==> src/rtl/ripple_addsub_seq_64bit.sv <==
// rtl/ripple_addsub_seq_64bit.sv - sequenced 64-bit add/subtract around a ripple-carry adder

module Ripple_Carry_Addr_64bit (
    input  logic [63:0] A,
    input  logic [63:0] B,
    input  logic        cin,
    output logic [63:0] S,
    output logic        cout
);
    logic carry;

    // Carry threaded through a procedural variable so the chain stays one ripple path.
    always_comb begin
        S     = '0;
        carry = cin;
        for (int i = 0; i < 64; i++) begin
            S[i]  = A[i] ^ B[i] ^ carry;
            carry = (A[i] & B[i]) | (carry & (A[i] ^ B[i]));
        end
        cout = carry;
    end
endmodule

module ripple_addsub_seq_64bit #(
    parameter int SETTLE_CYCLES = 4
) (
    input  logic        clk,
    input  logic        rst,
    input  logic        in_valid,
    output logic        in_ready,
    input  logic [63:0] op_a,
    input  logic [63:0] op_b,
    input  logic        sub,
    output logic        out_valid,
    input  logic        out_ready,
    output logic [63:0] result,
    output logic        carry_out,
    output logic        overflow,
    output logic        zero
);
    typedef enum logic [1:0] {
        ST_IDLE   = 2'd0,
        ST_SETTLE = 2'd1,
        ST_DONE   = 2'd2
    } state_t;

    localparam logic [3:0] CNT_INIT = 4'(SETTLE_CYCLES - 1);

    state_t      state_q, state_d;
    logic [63:0] a_q, a_d;
    logic [63:0] b_q, b_d;
    logic        cin_q, cin_d;
    logic [3:0]  cnt_q, cnt_d;
    logic [63:0] result_q, result_d;
    logic        carry_q, carry_d;
    logic        ovf_q, ovf_d;
    logic        zero_q, zero_d;

    logic [63:0] sum;
    logic        cout;

    Ripple_Carry_Addr_64bit u_adder (
        .A    (a_q),
        .B    (b_q),
        .cin  (cin_q),
        .S    (sum),
        .cout (cout)
    );

    always_ff @(posedge clk or posedge rst) begin
        if (rst) begin
            state_q  <= ST_IDLE;
            a_q      <= '0;
            b_q      <= '0;
            cin_q    <= 1'b0;
            cnt_q    <= '0;
            result_q <= '0;
            carry_q  <= 1'b0;
            ovf_q    <= 1'b0;
            zero_q   <= 1'b0;
        end else begin
            state_q  <= state_d;
            a_q      <= a_d;
            b_q      <= b_d;
            cin_q    <= cin_d;
            cnt_q    <= cnt_d;
            result_q <= result_d;
            carry_q  <= carry_d;
            ovf_q    <= ovf_d;
            zero_q   <= zero_d;
        end
    end

    always_comb begin
        state_d  = state_q;
        a_d      = a_q;
        b_d      = b_q;
        cin_d    = cin_q;
        cnt_d    = cnt_q;
        result_d = result_q;
        carry_d  = carry_q;
        ovf_d    = ovf_q;
        zero_d   = zero_q;

        case (state_q)
            ST_IDLE: begin
                if (in_valid) begin
                    // Subtract is A + ~B + 1, so the adder itself never needs a mode pin.
                    a_d     = op_a;
                    b_d     = op_b ^ {64{sub}};
                    cin_d   = sub;
                    cnt_d   = CNT_INIT;
                    state_d = ST_SETTLE;
                end
            end
            ST_SETTLE: begin
                if (cnt_q != 4'd0) begin
                    cnt_d = cnt_q - 4'd1;
                end else begin
                    result_d = sum;
                    carry_d  = cout;
                    ovf_d    = (a_q[63] == b_q[63]) && (sum[63] != a_q[63]);
                    zero_d   = (sum == 64'd0);
                    state_d  = ST_DONE;
                end
            end
            ST_DONE: begin
                if (out_ready) begin
                    state_d = ST_IDLE;
                end
            end
            default: begin
                state_d = ST_IDLE;
            end
        endcase
    end

    // Handshake outputs come from registered state; rst only masks in_ready during reset.
    assign in_ready  = (state_q == ST_IDLE) && !rst;
    assign out_valid = (state_q == ST_DONE);
    assign result    = result_q;
    assign carry_out = carry_q;
    assign overflow  = ovf_q;
    assign zero      = zero_q;
endmodule

==> config.mk <==
export PLATFORM = sky130hd
export DESIGN_NAME = ripple_addsub_seq_64bit
export DESIGN_NICKNAME = d
export VERILOG_FILES = /design/src/rtl/ripple_addsub_seq_64bit.sv
export SDC_FILE = /design/constraint.sdc
export NUM_CORES = 1
export LEC_CHECK = 0
export CAP_MARGIN = 40
export CELL_PAD_IN_SITES_DETAIL_PLACEMENT = 1
export CELL_PAD_IN_SITES_GLOBAL_PLACEMENT = 1
export CORE_MARGIN = 2
export CORE_UTILIZATION = 41
export CTS_CLUSTER_DIAMETER = 200
export CTS_CLUSTER_SIZE = 20
export DETAILED_ROUTE_END_ITERATION = 10
export PLACE_DENSITY = 0.89
export SYNTH_ARGS = -nofsm -noshare
export SYNTH_HDL_FRONTEND = slang
export SYNTH_HIERARCHICAL = 1
export SYNTH_SLANG_ARGS = --single-unit
==> constraint.sdc <==
create_clock -name clk -period 28.7 [get_ports clk]
set_input_delay 5.74 -clock clk [delete_from_list [all_inputs] [get_ports clk]]
set_output_delay 5.74 -clock clk [all_outputs]
set_load 0.1 [all_outputs]
==> results_dict.tcl <==
set metrics [dict create \
    status "finished, final reports clean" \
    crit_top_cell "fa_1" \
    setup_viol 0 \
    rsz0062_at_grt "no" \
    whs_endpoint "result[51]" \
    synthArstFlopShare_pct 100 \
    dp_cells 1214 \
    io_buffers 201 \
    grt_pass1_vias 7623 \
    relSlewSlack_pct 32.8 \
    coreArea_mm2 0.0226 \
    wl_met2_mm 15.7 \
    hold_buffers 0 \
    grt_antenna_before_repair 7 \
    rrSetupSlack_ns 0.99 \
    dr_wl_met3_um 770 \
    dp_hpwl_mm 22.4 \
    period_minus_slack_ns 27.71 \
    r2r_end "zero" \
    clock.fmax_mhz 36.1 \
    vias 6336 \
    hp-class "flip-flop to flip-flop" \
    finalHoldViolations 0 \
    cts_setup_buffers 0 \
    cts-resized-gates 0 \
    cts_buffer_depth 3 \
    min_path_cells 1 \
    ys_ff_latch 202 \
    viasPerCell 5.12 \
    post-synth-top-count-cell "dfrtp_1" \
    tritoncts "yes" \
    gp_congestion 0.791 \
    netlist_area_mm2 0.00947 \
    ff2ff_path_depth 72 \
    first_pass_iters 4 \
    worstMarginPinSlew_ns 1.01 \
    die_x_um 156 \
    area_growth_pct 43.3 \
    totalWireLength_mm 28.6 \
    tns_ns 0 \
    ant_nets 0 \
    min_from "result[51]" \
    grt.overflow.total 0 \
    cts.htree.levels 1 \
    start_util_pct 41.8 \
    drt-wirelength-per-cell_um 23.1 \
    post_synth_num_cell_types 25 \
    drt_first_iter_violations 290 \
    r2r_start "a_q[0]" \
    ys_warn_count 6 \
    grt_pass1_wl_mm 44.1 \
    synth_common_cells "dfrtp_1 (202), mux2_2 (131), nor2_1 (70)" \
    cts-root-buf "clkbuf_16" \
    start_kind "flip-flop" \
    crit_type "flip-flop to flip-flop" \
    hold_slack_ns 0.512 \
    synth_cells 689 \
    period_share_pct 96.5 \
    slew_viol_final 0 \
    synth_area_leaders "dfrtp_1 (53%), mux2_2 (16%), fa_1 (14%)" \
    top_layer_used "met4" \
    synth-edff-count 0 \
    synth_area_leader_cell "dfrtp_1" \
    wl_met1_mm 10.4 \
    final_area_mm2 0.0136 \
    required_ns 29.09 \
    fin_worst_skew_ns 0.0338 \
    critPathCaptureType "flip-flop" \
    cts.sinks 202 \
    drive_gt1_share_pct 24.0 \
    die_area_mm2 0.0243 \
    path_max_fanout 4 \
    drc 0 \
    grt_max_degree 198 \
    synth_nets 888 \
    ios 202 \
    syn_area_per_cell_um2 13.7 \
    nets 1144 \
    synth_top_flop_cell "dfrtp_1" \
    max_stage_delay_ns 0.60 \
    die_y_um 156 \
    rows 55 \
    cts_buffers 14 \
    place_area_mm2 0.0132 \
    grt_util_all_layers_pct 24.2 \
    slowest_stage "or4_1" \
    yosysSeqAreaShare_pct 53.4 \
    path_clk_slew_ns 0.09 \
    arrival_ns 28.10 \
    synth_top_area_share_pct 53.4 \
    max_cap_violations 0 \
    layout.cells.non_filler 1237 \
    clkLatencyLatePin_ns 0.48 \
]
state kept, by name (all words and copies together), names as in the netlist:
signal and cells:
overflow 1, b_q 64, zero 1, cin_q 1
a_q 64, state_q 2, carry_out 1, result 64
cnt_q 4
cells in the final DEF, fill, tap and decap left out, drive strengths merged:
| cell | n |
|---|---|
| buf | 76 |
| o21ai | 3 |
| nor2 | 70 |
| fa | 64 |
| or4 | 1 |
| clkbuf | 15 |
| dfrtp | 202 |
| nor3b | 1 |
| clkdlybuf4s50 | 200 |
| nand2b | 2 |
| a211o | 1 |
| xor2 | 2 |
| mux2 | 131 |
| inv | 15 |
| nand4 | 4 |
| nor4 | 16 |
| or3b | 1 |
| diode | 7 |
| ha | 2 |
| a21oi | 65 |
| xnor2 | 64 |
| nand2 | 4 |
| nand3 | 3 |
| nor3 | 2 |
| and2b | 1 |
worst max-delay path by stage:
stage,depth (start not counted),from,endpoint,slack (ns)
floorplan,72,a_q[0],zero,3.23
global placement,72,a_q[0],zero,2.40
detailed placement,72,a_q[0],zero,1.27
CTS,72,a_q[0],zero,0.98
global route,72,a_q[0],zero,0.37
finish,72,a_q[0],zero,0.99
cell families after synthesis:
group | count (synthesis) | synth area share (%)
flops | 202 | 53.4
mux | 131 | 15.6
simple gates | 105 | 4.98
compound gates | 69 | 3.69
xor+xnor | 66 | 6.10
fa+ha+maj | 66 | 13.8
buf+inv | 50 | 2.47
per-stage QoR:
| step | utilization, % | setup WS, ns |
|---|---|---|
| floorplan | - | 3.23 |
| global placement | 51.7 | 2.40 |
| detailed placement | 58.1 | 1.27 |
| CTS | 59.9 | 0.982 |
| global route | 59.9 | 0.367 |
| finish | 59.9 | 0.994 |
critical path, delay by kind of cell (launching register included):
| family | cells | cell delay [ns] |
|---|---|---|
| flops | 1 | 0.41 |
| buf+inv | 4 | 0.31 |
| simple gates | 3 | 1.07 |
| compound gates | 1 | 0.16 |
| fa+ha+maj | 64 | 25.69 |
layout make-up:
cell class | count | area, µm²
inverter | 14 | 60.1
clock buffer | 15 | 375
fill | 2150 | 9070
timing repair buffer | 276 | 3490
clock inverter | 1 | 20.0
tap | 285 | 357
sequential | 202 | 5050
antenna | 7 | 17.5
multi-input combinational | 437 | 4200
per-layer routing:
metal | global-route usage (%) | vias to the layer above
met5 | 0 | -
met4 | 14.4 | 0
met3 | 2.75 | 83
met2 | 45.0 | 174
met1 | 26.7 | 3261
li1 | - | 2818
Power is not shown: default switching activity piles up to over one toggle a cycle in this logic, so the estimate is an artifact.
